File: config.mk
export PLATFORM = sky130hd
export DESIGN_NAME = main_fsm_decoder
export DESIGN_NICKNAME = d
export VERILOG_FILES = /design/src/rtl/main_fsm_pkg.sv /design/src/rtl/main_fsm_out_dec.sv /design/src/rtl/main_fsm_decoder.sv
export SDC_FILE = /design/constraint.sdc
export NUM_CORES = 1
export LEC_CHECK = 0
export CAP_MARGIN = 20
export CELL_PAD_IN_SITES_DETAIL_PLACEMENT = 0
export CELL_PAD_IN_SITES_GLOBAL_PLACEMENT = 1
export CORE_ASPECT_RATIO = 2
export CORE_MARGIN = 10
export CORE_UTILIZATION = 27
export CTS_CLUSTER_SIZE = 10
export DETAILED_ROUTE_END_ITERATION = 6
export PLACE_DENSITY_LB_ADDON = 0.1
export SLEW_MARGIN = 30
export SYNTH_ARGS = -nofsm -noshare
export SYNTH_HDL_FRONTEND = slang
export SYNTH_SLANG_ARGS = --single-unit
export TNS_END_PERCENT = 30
File: constraint.sdc
create_clock -name clk_i -period 2.6 [get_ports clk_i]
set_input_delay 0.26 -clock clk_i [delete_from_list [all_inputs] [get_ports clk_i]]
set_output_delay 0.26 -clock clk_i [all_outputs]
set_load 0.1 [all_outputs]
File: src/rtl/main_fsm_pkg.sv
// Shared types and encodings for the multi-cycle RV32I main control FSM.
package main_fsm_pkg;

  typedef enum logic [3:0] {
    StFetch, StDecode, StMemAdr, StMemRead, StMemWb, StMemWrite, StExecR, StExecI,
    StAluWb, StBranch, StJal, StJalr, StJalrJmp, StLui, StAuipc, StTrap
  } state_t;

  localparam logic [2:0] ImmI     = 3'b000;
  localparam logic [2:0] ImmS     = 3'b001;
  localparam logic [2:0] ImmB     = 3'b010;
  localparam logic [2:0] ImmU     = 3'b011;
  localparam logic [2:0] ImmJ     = 3'b100;
  localparam logic [2:0] ImmShamt = 3'b101;

  localparam logic [1:0] SrcAPc    = 2'b00;
  localparam logic [1:0] SrcAOldPc = 2'b01;
  localparam logic [1:0] SrcARs1   = 2'b10;
  localparam logic [1:0] SrcAZero  = 2'b11;

  localparam logic [1:0] SrcBRs2  = 2'b00;
  localparam logic [1:0] SrcBImm  = 2'b01;
  localparam logic [1:0] SrcBFour = 2'b10;

  localparam logic [1:0] AluAdd    = 2'b00;
  localparam logic [1:0] AluBranch = 2'b01;
  localparam logic [1:0] AluFunct  = 2'b10;

  localparam logic [1:0] ResAluOut  = 2'b00;
  localparam logic [1:0] ResRdData  = 2'b01;
  localparam logic [1:0] ResAluRes  = 2'b10;

  localparam logic [1:0] CauseNone    = 2'b00;
  localparam logic [1:0] CauseIllegal = 2'b01;
  localparam logic [1:0] CauseTimeout = 2'b10;

  localparam logic [6:0] OpLoad   = 7'b0000011;
  localparam logic [6:0] OpStore  = 7'b0100011;
  localparam logic [6:0] OpReg    = 7'b0110011;
  localparam logic [6:0] OpImm    = 7'b0010011;
  localparam logic [6:0] OpBranch = 7'b1100011;
  localparam logic [6:0] OpJal    = 7'b1101111;
  localparam logic [6:0] OpJalr   = 7'b1100111;
  localparam logic [6:0] OpLui    = 7'b0110111;
  localparam logic [6:0] OpAuipc  = 7'b0010111;

  typedef struct packed {
    logic       mem_req;
    logic       mem_wr_en;
    logic       adr_src;
    logic       ir_wr_en;
    logic       pc_update;
    logic       branch;
    logic       reg_wr_en;
    logic [2:0] imm_src;
    logic [1:0] alu_src_a;
    logic [1:0] alu_src_b;
    logic [1:0] alu_op;
    logic [1:0] result_src;
  } ctrl_t;

  function automatic state_t decode_next(input logic [6:0] opcode);
    case (opcode)
      OpLoad, OpStore: return StMemAdr;
      OpReg:           return StExecR;
      OpImm:           return StExecI;
      OpBranch:        return StBranch;
      OpJal:           return StJal;
      OpJalr:          return StJalr;
      OpLui:           return StLui;
      OpAuipc:         return StAuipc;
      default:         return StTrap;
    endcase
  endfunction

  function automatic logic [2:0] imm_sel(input logic [6:0] opcode, input logic [2:0] funct_3);
    case (opcode)
      OpStore:        return ImmS;
      OpBranch:       return ImmB;
      OpLui, OpAuipc: return ImmU;
      OpJal:          return ImmJ;
      OpImm:          return (funct_3 == 3'b001 || funct_3 == 3'b101) ? ImmShamt : ImmI;
      default:        return ImmI;
    endcase
  endfunction

endpackage

File: src/rtl/main_fsm_out_dec.sv
// Combinational state (+ instruction fields, mem ready) to control-bundle decoder.
module main_fsm_out_dec
  import main_fsm_pkg::*;
(
  input  state_t     state_i,
  input  logic [6:0] opcode_i,
  input  logic [2:0] funct_3_i,
  input  logic       mem_ready_i,
  output ctrl_t      ctrl_o
);

  always_comb begin
    ctrl_o = '0;
    case (state_i)
      StFetch: begin
        ctrl_o.mem_req = 1'b1;
        if (mem_ready_i) begin
          ctrl_o.ir_wr_en   = 1'b1;
          ctrl_o.pc_update  = 1'b1;
          ctrl_o.alu_src_a  = SrcAPc;
          ctrl_o.alu_src_b  = SrcBFour;
          ctrl_o.alu_op     = AluAdd;
          ctrl_o.result_src = ResAluRes;
        end
      end
      StDecode: begin
        ctrl_o.alu_src_a = SrcAOldPc;
        ctrl_o.alu_src_b = SrcBImm;
        ctrl_o.imm_src   = imm_sel(opcode_i, funct_3_i);
      end
      StMemAdr: begin
        ctrl_o.alu_src_a = SrcARs1;
        ctrl_o.alu_src_b = SrcBImm;
      end
      StMemRead: begin
        ctrl_o.mem_req = 1'b1;
        ctrl_o.adr_src = 1'b1;
      end
      StMemWb: begin
        ctrl_o.result_src = ResRdData;
        ctrl_o.reg_wr_en  = 1'b1;
      end
      StMemWrite: begin
        ctrl_o.mem_req   = 1'b1;
        ctrl_o.mem_wr_en = 1'b1;
        ctrl_o.adr_src   = 1'b1;
      end
      StExecR: begin
        ctrl_o.alu_src_a = SrcARs1;
        ctrl_o.alu_src_b = SrcBRs2;
        ctrl_o.alu_op    = AluFunct;
      end
      StExecI: begin
        ctrl_o.alu_src_a = SrcARs1;
        ctrl_o.alu_src_b = SrcBImm;
        ctrl_o.alu_op    = AluFunct;
      end
      StAluWb: ctrl_o.reg_wr_en = 1'b1;
      StBranch: begin
        ctrl_o.alu_src_a = SrcARs1;
        ctrl_o.alu_src_b = SrcBRs2;
        ctrl_o.alu_op    = AluBranch;
        ctrl_o.branch    = 1'b1;
      end
      StJal, StJalrJmp: begin
        // Link value old PC + 4 is computed while the target is written to PC.
        ctrl_o.pc_update = 1'b1;
        ctrl_o.alu_src_a = SrcAOldPc;
        ctrl_o.alu_src_b = SrcBFour;
      end
      StJalr: begin
        ctrl_o.alu_src_a = SrcARs1;
        ctrl_o.alu_src_b = SrcBImm;
        ctrl_o.imm_src   = ImmI;
      end
      StLui: begin
        ctrl_o.alu_src_a = SrcAZero;
        ctrl_o.alu_src_b = SrcBImm;
        ctrl_o.imm_src   = ImmU;
      end
      StAuipc: begin
        ctrl_o.alu_src_a = SrcAOldPc;
        ctrl_o.alu_src_b = SrcBImm;
        ctrl_o.imm_src   = ImmU;
      end
      default: ctrl_o = '0;
    endcase
  end

endmodule

File: src/rtl/main_fsm_decoder.sv
// Multi-cycle RV32I main control FSM with bounded memory wait and sticky trap.
// Optional retired-instruction counter enabled by MAIN_FSM_PERF_EN.
module main_fsm_decoder
  import main_fsm_pkg::*;
#(
  parameter int unsigned MEM_TIMEOUT = 16,
  parameter int unsigned CNT_W       = 32
) (
  input  logic             clk_i,
  input  logic             rst_i,
  input  logic [6:0]       opcode_i,
  input  logic [2:0]       funct_3_i,
  input  logic             mem_ready_i,
  output logic             mem_req_o,
  output logic             mem_wr_en_o,
  output logic             adr_src_o,
  output logic             ir_wr_en_o,
  output logic             pc_update_o,
  output logic             branch_o,
  output logic             reg_wr_en_o,
  output logic [2:0]       imm_src_o,
  output logic [1:0]       alu_src_a_o,
  output logic [1:0]       alu_src_b_o,
  output logic [1:0]       alu_op_o,
  output logic [1:0]       result_src_o,
  output logic             trap_o,
  output logic [1:0]       trap_cause_o,
  output logic [CNT_W-1:0] retired_cnt_o
);

  localparam int unsigned WaitW = (MEM_TIMEOUT > 1) ? $clog2(MEM_TIMEOUT) : 1;
  localparam logic [WaitW-1:0] WaitLast = WaitW'((MEM_TIMEOUT == 0) ? 0 : MEM_TIMEOUT - 1);

  state_t           state_q, state_d;
  logic [WaitW-1:0] wait_q, wait_d;
  logic [1:0]       cause_q, cause_d;
  logic             mem_wait, timeout;
  ctrl_t            ctrl, ctrl_out;
  logic [CNT_W-1:0] retired_cnt;

  assign mem_wait = (state_q == StFetch || state_q == StMemRead || state_q == StMemWrite)
                    && !mem_ready_i;
  // Ready on the last allowed wait cycle still wins over the timeout.
  assign timeout  = (MEM_TIMEOUT != 0) && mem_wait && (wait_q == WaitLast);

  always_comb begin
    state_d = state_q;
    cause_d = cause_q;
    wait_d  = '0;
    if (mem_wait && !timeout && MEM_TIMEOUT != 0) wait_d = wait_q + 1'b1;
    if (timeout) begin
      state_d = StTrap;
      cause_d = CauseTimeout;
    end else begin
      case (state_q)
        StFetch:    if (mem_ready_i) state_d = StDecode;
        StDecode: begin
          state_d = decode_next(opcode_i);
          if (state_d == StTrap) cause_d = CauseIllegal;
        end
        StMemAdr:   state_d = (opcode_i == OpLoad) ? StMemRead : StMemWrite;
        StMemRead:  if (mem_ready_i) state_d = StMemWb;
        StMemWrite: if (mem_ready_i) state_d = StFetch;
        StMemWb, StAluWb, StBranch: state_d = StFetch;
        StExecR, StExecI, StJal, StJalrJmp, StLui, StAuipc: state_d = StAluWb;
        StJalr:     state_d = StJalrJmp;
        StTrap:     state_d = StTrap;
        default:    state_d = StTrap;
      endcase
    end
  end

  always_ff @(posedge clk_i) begin
    if (rst_i) begin
      state_q <= StFetch;
      wait_q  <= '0;
      cause_q <= CauseNone;
    end else begin
      state_q <= state_d;
      wait_q  <= wait_d;
      cause_q <= cause_d;
    end
  end

`ifdef MAIN_FSM_PERF_EN
  logic [CNT_W-1:0] retired_q;

  always_ff @(posedge clk_i) begin
    if (rst_i) begin
      retired_q <= '0;
    end else if (state_d == StFetch && state_q != StFetch) begin
      retired_q <= retired_q + 1'b1;
    end
  end

  assign retired_cnt = retired_q;
`else
  assign retired_cnt = '0;
`endif

  main_fsm_out_dec u_out_dec (
    .state_i     (state_q),
    .opcode_i    (opcode_i),
    .funct_3_i   (funct_3_i),
    .mem_ready_i (mem_ready_i),
    .ctrl_o      (ctrl)
  );

  always_comb begin
    ctrl_out      = ctrl;
    trap_o        = (state_q == StTrap);
    trap_cause_o  = cause_q;
    retired_cnt_o = retired_cnt;
    if (rst_i) begin
      ctrl_out      = '0;
      trap_o        = 1'b0;
      trap_cause_o  = '0;
      retired_cnt_o = '0;
    end
  end

  assign mem_req_o    = ctrl_out.mem_req;
  assign mem_wr_en_o  = ctrl_out.mem_wr_en;
  assign adr_src_o    = ctrl_out.adr_src;
  assign ir_wr_en_o   = ctrl_out.ir_wr_en;
  assign pc_update_o  = ctrl_out.pc_update;
  assign branch_o     = ctrl_out.branch;
  assign reg_wr_en_o  = ctrl_out.reg_wr_en;
  assign imm_src_o    = ctrl_out.imm_src;
  assign alu_src_a_o  = ctrl_out.alu_src_a;
  assign alu_src_b_o  = ctrl_out.alu_src_b;
  assign alu_op_o     = ctrl_out.alu_op;
  assign result_src_o = ctrl_out.result_src;

endmodule

# ---- Word level (Yosys, flattened, before mapping)
# Index checks and enable logic that the tools add are counted.
dict set report classes {
  n_mux 30
  n_eq_ne 31
  bitwise 1
  n_reduce_logical 29
  add_sub_neg 1
}
# op n
set op_table {}
lappend op_table {{$eq A4 B4 Y1 const B} 10}
lappend op_table {{$pmux W4 S9} 1}
lappend op_table {{$pmux W4 S8} 1}
lappend op_table {{$mux W4} 6}
lappend op_table {{$pmux W4 S6} 1}
lappend op_table {{$reduce_or A2 Y1} 11}
lappend op_table {{$eq A7 B6 Y1 const B} 3}
lappend op_table {{$eq A7 B7 Y1 const B} 3}
lappend op_table {{$mux W18} 1}
lappend op_table {{$eq A4 B3 Y1 const B} 4}
lappend op_table {{$pmux W3 S5} 1}
lappend op_table {{$eq A7 B5 Y1 const B} 2}
lappend op_table {{$mux W2} 5}
lappend op_table {{$ne A3 B3 Y1 const B} 3}
lappend op_table {{$reduce_or A3 Y1} 3}
lappend op_table {{$eq A4 B2 Y1 const B} 2}
lappend op_table {{$eq A7 B2 Y1 const B} 1}
lappend op_table {{$mux W1} 7}
lappend op_table {{$mux W3} 2}
lappend op_table {{$mux W6} 1}
lappend op_table {{$pmux W2 S3} 1}
lappend op_table {{$pmux W3 S2} 1}
lappend op_table {{$reduce_or A6 Y1} 1}
lappend op_table {{$add A4 B1 Y4 const B} 1}
lappend op_table {{other kinds (13)} 20}
dict set report word_totals {
  output_inout_bits 53
  regBits 10
  input_bits 13
  elab_cells 96
}

# ---- Depth between registers and ports, before layout
# Gate-level depths: netlist of the first run.
dict set report logic_depth {
  word_depth 10
  mapped_depth 6
  ltp_nobuf 5
}

# ---- Modules after synthesis
# Synthesis of the first run repeated with hierarchy kept, for this count alone.
dict set report hier_totals {
  cells_unflattened 209
  hier_area_um2 1456.4
}
# module cells_each area_per_inst_um2 seq_area_each_um2 n_inst
set modules_own_cells {}
lappend modules_own_cells {main_fsm_decoder 148 1072.3 200.2 1}
lappend modules_own_cells {main_fsm_out_dec 61 384.1 0.0 1}

# ---- Worst setup path before layout of the first run
# No wires, ideal clock.
dict set report synth_timing {
  path_type {reg2out}
  start {reg state_q[3]}
  end {out alu_op_o[0]}
  path_slack_ns -2.279
  stages_incl_launch_ff 6
  required_ns 2.340
  arrival_time_ns 4.619
  path_buffers 3
  path_cell_list {dfxtp_1 clkbuf_1 clkbuf_1 nand2_1 nor4_1 buf_4}
}
dict set report synth_via {
  elab_chain_len 4
  word_cells_on_any_way 7
  cone_classes {3 x eq/ne; 2 x mux; 2 x reduce/logical}
}
# element line
set synth_rtl {}
lappend synth_rtl {{start: declaration} main_fsm_decoder.sv:34} ;# state_t state_q, state_d;
lappend synth_rtl {{start signal: assignment} main_fsm_decoder.sv:75} ;# state_q <= StFetch;
lappend synth_rtl {{start signal: assignment} main_fsm_decoder.sv:79} ;# state_q <= state_d;
lappend synth_rtl {{$eq A4 B3 Y1} main_fsm_out_dec.sv:14} ;# case (state_i)
lappend synth_rtl {{$reduce_or A2 Y1 (no source line)} --}
lappend synth_rtl {{$pmux W2 S3 *} main_fsm_out_dec.sv:14}
lappend synth_rtl {{$mux W18 *} main_fsm_decoder.sv:114} ;# if (rst_i) begin
lappend synth_rtl {{end: declaration} main_fsm_decoder.sv:24} ;# output logic [1:0] alu_op_o,
# Mark *: on every way between the ends. The rest lies on a longest branch, timed or not.

# ---- Worst setup path after layout of the first run
dict set report layout_timing {
  start {reg state_q[3]}
  end {out imm_src_o[0]}
}
dict set report layout_via {
  elab_chain_len 4
  word_cells_on_any_way 6
  cone_classes {3 x eq/ne; 2 x mux; 1 x reduce/logical}
}
# element line
set layout_rtl {}
lappend layout_rtl {{$eq A4 B4 Y1} main_fsm_out_dec.sv:14}
lappend layout_rtl {{$reduce_or A2 Y1 (no source line)} --}
lappend layout_rtl {{$pmux W3 S2 *} main_fsm_out_dec.sv:14}
lappend layout_rtl {{$mux W18 *} main_fsm_decoder.sv:114}
lappend layout_rtl {{end: declaration} main_fsm_decoder.sv:21} ;# output logic [2:0] imm_src_o,
# Marked as above.

==> summary.md, run 1 <==
| Metric | Value |
|---|---|
| Vias in the first global route | `1415` |
| Grt met3 use | `1.41%` |
| Share of cells above drive strength 1 | `22.5%` |
| CP required | `2340 ps` |
| Ys flop type | `dfxtp_1` |
| Max-cap violations | `0` |
| Number of vias per cell | `4.86` |
| CTS clk-pin slew, worst paths | `50 ps` |
| Final HPWL DP | `3540 µm` |
| First-pass GRT wire length | `6960 µm` |
| Mean Syn Cell Area | `7.07 µm²` |
| Total global-route track usage | `9.86%` |
| Warnings, synthesis | `0` |
| Final core occ | `39.5%` |
| PortBufs | `32` |
| Footprint of the multi-input gates | `955 µm²` |
| Synth area leader | `buf_4` |
| I/O pin count | `66` |
| Rel. slew slack | `56.3%` |
| Register Area | `200 µm²` |
| Met1 GRT Util | `9.53%` |
| Initial antenna violation count | `0` |
| Routability Congestion | `0.836` |
| DR vias | `1312` |
| Top cell type's share of synthesized area | `19.3%` |
| Post-Synthesis Cells | `187` |
| Core Area | `0.00482 mm²` |
| CP startpoint kind | `flop` |
| CTS tree | `yes` |
| Most frequent cell after synthesis | `buf_4` |
| Clk buf depth | `2` |
| Tightest Pin Transition | `638 ps` |
| Worst reg2reg path depth | `5` |
| Async set-reset flop share out of synthesis | `0%` |
| Clk_lat worst skew | `230 ps` |
| Total leakage power | `0.742 nW` |
| Fin crit share | `96.4%` |
| 1st-iter DRT viols | `33` |
| CP endpoint kind | `output port` |
| Critical Path Fanout Max | `8` |
| Hold depth | `1` |
| Kind of critical path | `flop to output port` |
| Crit path DAT | `2250 ps` |
| Synthesis-stage register bit count | `10` |
| Setup-failing EPs final | `0` |
| Hold-fix buffers, CTS | `0` |
| Antenna Nets Post-Route | `0` |
| Total Power | `2.12 mW` |
| Fin. max-slew vios | `0` |
| RSZ-0062 raised after global routing | `no` |
| Num Clock Sinks | `10` |
| Drt wl/cell | `15.8 µm` |
| Starting Density | `27.4%` |
| Outcome | `complete, no violations` |
| Seq/Total Area, Yosys | `15.2%` |
| Final worst path period need | `2510 ps` |
| CTS Buf Count | `3` |
| Layout area overhead | `43.9%` |
| GR Layer Usage met2 | `20.1%` |
| Pin count of the biggest net entering global routing | `26` |
| Die width | `69.5 µm` |
| Synthesized area | `0.00132 mm²` |
| Diodes inserted | `0` |
| Clk_skew | `2.50 ps` |
| Root buffer cell | `clkbuf_8` |
| Die area | `0.00826 mm²` |
| Nets | `228` |
| Fmax achieved | `399 MHz` |
| WL final | `4270 µm` |
| Synth area leaders | `buf_4 (19%), dfxtp_1 (15%), nor3_1 (4.5%)` |
| DRT Pass-1 Iters | `4` |
| Rows | `36` |
| Power per cell area | `1110 mW/mm²` |
| EDFF count, synth | `0` |
| Synth unique cells | `48` |
| Drc violations | `0` |
| Die height | `119 µm` |
| Htree depth | `1` |
| # fillers | `494` |
| Worst hold path type | `flop to flop` |
| GR Overflow Total | `0` |
| Most Used Layer, Global Route | `met2` |
| VDD IR-drop max | `0.509 mV` |
| Most instantiated cells after synthesis | `buf_4 (34), clkbuf_1 (14), nand2_1 (13), nor2_1 (13), nor3_1 (12)` |
| Final hold viol count | `0` |
path summary, 6_finish.rpt:
kind | to | slack (ps) | start
worst max register to register | state_q[2] | 800 | state_q[0]
worst max-delay path | imm_src_o[0] | 90 | state_q[3]
worst min register to register | wait_q[0] | 440 | wait_q[0]
worst min-delay path | wait_q[0] | 440 | wait_q[0]
cells in the final DEF (no fill, tap or decap), types with 4 or more instances in the layout:
cell             synthesis  final
nand2b_1                 7      7
dfxtp_1                 10     10
nand2_1                 13     13
nor2b_1                  5      5
buf_12                   0     21
a21oi_1                  9      8
buf_4                   34      9
nor2_1                  13     13
nor3_1                  12     10
xnor2_1                  4      4
conb_1                   1     32
inv_1                    6      6
clkbuf_8                 0      4
nand3_1                  6      6
clkdlybuf4s50_1          0     11
through the flow:
step / worst slack, ps / setup TNS, ps / hold WS (ps) / std cells / instance area (µm²)
2_1_floorplan: -793 / -6870 / 418 / 218 / 1510
3_3_place_gp: 255 / 0 / 425 / 266 / 1840
3_5_place_dp: 218 / 0 / 437 / 266 / 1840
4_1_cts: 55.2 / 0 / 448 / 270 / 1900
5_1_grt: 24.4 / 0 / 483 / 270 / 1900
6_report: 93.9 / 0 / 439 / 270 / 1900
sequential cells by signal, indices dropped and copies added, names as in the netlist:
| register | count |
|---|---|
| cause_q | 2 |
| state_q | 4 |
| wait_q | 4 |
critical path, cell delays in order (launching register included):
cell	delay, ps
dfxtp_1	310
or4b_4	620
nor3_4	180
or4b_1	480
a21oi_2	220
buf_12	200
cells by family after synthesis:
family / after synthesis / share of synthesized area, %
adders and majority gates: 1 / 0.947
and+or+nand+nor: 72 / 29.9
AOI/OAI and AO/OA: 37 / 19.9
muxes: 3 / 2.46
xor gates and xnor gates: 7 / 4.64
DFF: 10 / 15.2
buffers and inverters: 56 / 26.7
other: 1 / 0.284
report_power, final:
part | internal (mW) | switching, mW
sequential | 0.193 | 0.0203
clock | 0.133 | 0.0593
combinational | 0.528 | 1.18
metal layers:
metal	share of wire (%)	vias to the layer above	wire [µm]
met4	1.0	0	43
met3	3.9	4	166
met1	35	615	1490
met2	60	47	2570
met5	0	-	0
li1	-	646	-
timing repair:
| item | 4_1_cts | 5_1_grt |
|---|---|---|
| endpoints found under the setup margin | 1 | 0 |
| setup buffers | 0 | 0 |
| gates resized for setup | 1 | 0 |
final cells by class:
class	count	share of cell area [%]
Tap cell	57	3.75
Multi-Input combinational cell	152	50.2
Clock buffer	4	2.89
Sequential cell	10	10.5
Timing Repair Buffer	41	31.4
Inverter	6	1.18
Note: power is estimated with default switching activity, not from simulation.
==> run 2, diff against run 1 <==
--- a/config.mk
+++ b/config.mk
@@ -8,12 +8,12 @@
 export CAP_MARGIN = 20
 export CELL_PAD_IN_SITES_DETAIL_PLACEMENT = 0
 export CELL_PAD_IN_SITES_GLOBAL_PLACEMENT = 1
-export CORE_ASPECT_RATIO = 2
-export CORE_MARGIN = 10
+export CORE_MARGIN = 2
 export CORE_UTILIZATION = 27
 export CTS_CLUSTER_SIZE = 10
 export DETAILED_ROUTE_END_ITERATION = 6
 export PLACE_DENSITY_LB_ADDON = 0.1
+export RECOVER_POWER = 25
 export SLEW_MARGIN = 30
 export SYNTH_ARGS = -nofsm -noshare
 export SYNTH_HDL_FRONTEND = slang
==> run 2 against run 1 <==
  * Count of clock-buffer cells in the layout fell by 1
  * Die area fell by 34%
  * Hold slack improved by 20 ps
  * Largest power group unchanged
  * Sequential share of layout area rose by 0.12 points
  * Register-to-register slack improved by 40 ps
  * Via count fell by 0.53%
  * Setup slack got worse by 7.4 ps
  * Total power fell by 2.4%
  * Global-route usage rose by 3.0 points
==> summary.md, run 2 (synthesis results as in run 1) <==
| Metric | Value |
|---|---|
| First-pass GRT wire length | `5620 µm` |
| Most common cell after layout, fill and taps aside | `conb_1` |
| Kind of critical path | `flop to output port` |
| Highest-count cells in the layout ignoring fill and taps | `conb_1 (32), buf_12 (20), nor2_1 (13), nand2_1 (13), clkdlybuf4s50_1 (11)` |
| Crit path DAT | `2250 ps` |
| Non-Filler Instances | `279` |
| Die area | `0.00547 mm²` |
| DR vias | `1305` |
| Fin crit share | `96.7%` |
| Tightest Pin Transition | `1180 ps` |
| Nets | `228` |
| Die height | `74.0 µm` |
| WL final | `3440 µm` |
| Placed cell area | `0.00186 mm²` |
| Max-cap violations | `0` |
| Drc violations | `0` |
| Fmax achieved | `398 MHz` |
| Core Area | `0.00472 mm²` |
| Pre-CTS WS | `254 ps` |
| Outcome | `complete, no violations` |
| Critical Path Fanout Max | `8` |
| Clk buf depth | `2` |
| Num Clock Sinks | `10` |
| Clk_skew | `2.37 ps` |
| Htree depth | `1` |
| 1st-iter DRT viols | `76` |
| Root buffer cell | `clkbuf_8` |
| Fin. max-slew vios | `0` |
| Total global-route track usage | `12.9%` |
| # Post-CTS Setup Buffers | `0` |
| CP required | `2340 ps` |
| Antenna Nets Post-Route | `0` |
| Final Worst Setup Slack | `86.4 ps` |
| Layout area overhead | `42.3%` |
| Clk_lat worst skew | `230 ps` |
| Starting Density | `28.0%` |
| CP startpoint kind | `flop` |
| CTS clk-pin slew, worst paths | `50 ps` |
| Inst Count DP | `276` |
| Finished Cell Area | `0.00188 mm²` |
| Final hold viol count | `0` |
| Die width | `74.0 µm` |
| Setup-failing EPs final | `0` |
| Routability Congestion | `0.889` |
| Share of cells above drive strength 1 | `21.2%` |
| Final HPWL DP | `2710 µm` |
| Rows | `25` |
| CTS Buf Count | `3` |
| PortBufs | `32` |
| GR Overflow Total | `0` |
| I/O pin count | `66` |
| DRT Pass-1 Iters | `4` |
| Hold-fix buffers, CTS | `0` |
| Final worst path period need | `2510 ps` |
| Power per cell area | `1100 mW/mm²` |
| Rel. slew slack | `21.7%` |
| Total leakage power | `0.728 nW` |
| Vias in the first global route | `1195` |
| VDD IR-drop max | `0.414 mV` |
| CP endpoint kind | `output port` |
| Number of vias per cell | `4.68` |
| Biggest regs | `state_q x4, wait_q x4, cause_q x2` |
| Drt wl/cell | `12.3 µm` |
| Diodes inserted | `0` |
| CTS tree | `yes` |
| Initial antenna violation count | `0` |
| RSZ-0062 raised after global routing | `no` |
| Post_cts resized | `0` |
| Worst hold path type | `flop to flop` |
| Pin count of the biggest net entering global routing | `26` |
run 2: worst max-delay path: stages (launching register included):
cell,delay (ps)
dfxtp_1,300
or4b_4,610
nor3_4,170
or4b_1,450
a21oi_1,270
buf_12,210
run 2: layout make-up:
class                   count  area, µm²
clock buffers               3       41.3
fillers                   468       2840
inverters                   6       22.5
multi-input cells         152        951
flip-flops and latches     10        200
well taps                  67       83.8
repair buffers             41        582
run 2: routing by layer:
| metal | up-vias | track usage (%) | part of all wire [%] |
|---|---|---|---|
| li1 | 644 | - | - |
| met1 | 619 | 17.0 | 44 |
| met2 | 40 | 22.3 | 51 |
| met3 | 2 | 2.57 | 4.3 |
| met4 | 0 | 1.41 | 0.67 |
| met5 | - | 0 | 0 |
run 2: power breakdown:
part,switching (mW),internal [mW]
Combinational,1.17,0.528
Sequential,0.0202,0.193
Clock,0.0538,0.101
Total,1.24,0.822
run 2: final timing paths:
path                    from            to  depth (start not counted)  slack (ps)
setup reg to reg  state_q[0]    state_q[2]                          5         840
hold reg to reg    wait_q[0]     wait_q[0]                          1         460
hold / removal     wait_q[0]     wait_q[0]                          1         460
setup / recovery  state_q[3]  imm_src_o[0]                          5          90
run 2: metrics by stage:
step           hold slack (ps)  setup TNS (ps)  util, %  power (mW)
6_report                   458               0     39.8        2.07
5_1_grt                    490               0     39.8        2.18
4_1_cts                    467               0     40.2        2.08
3_5_place_dp               463               0     39.3        1.91
3_3_place_gp               427               0     39.3        1.91
2_1_floorplan              418           -6870        -        1.55
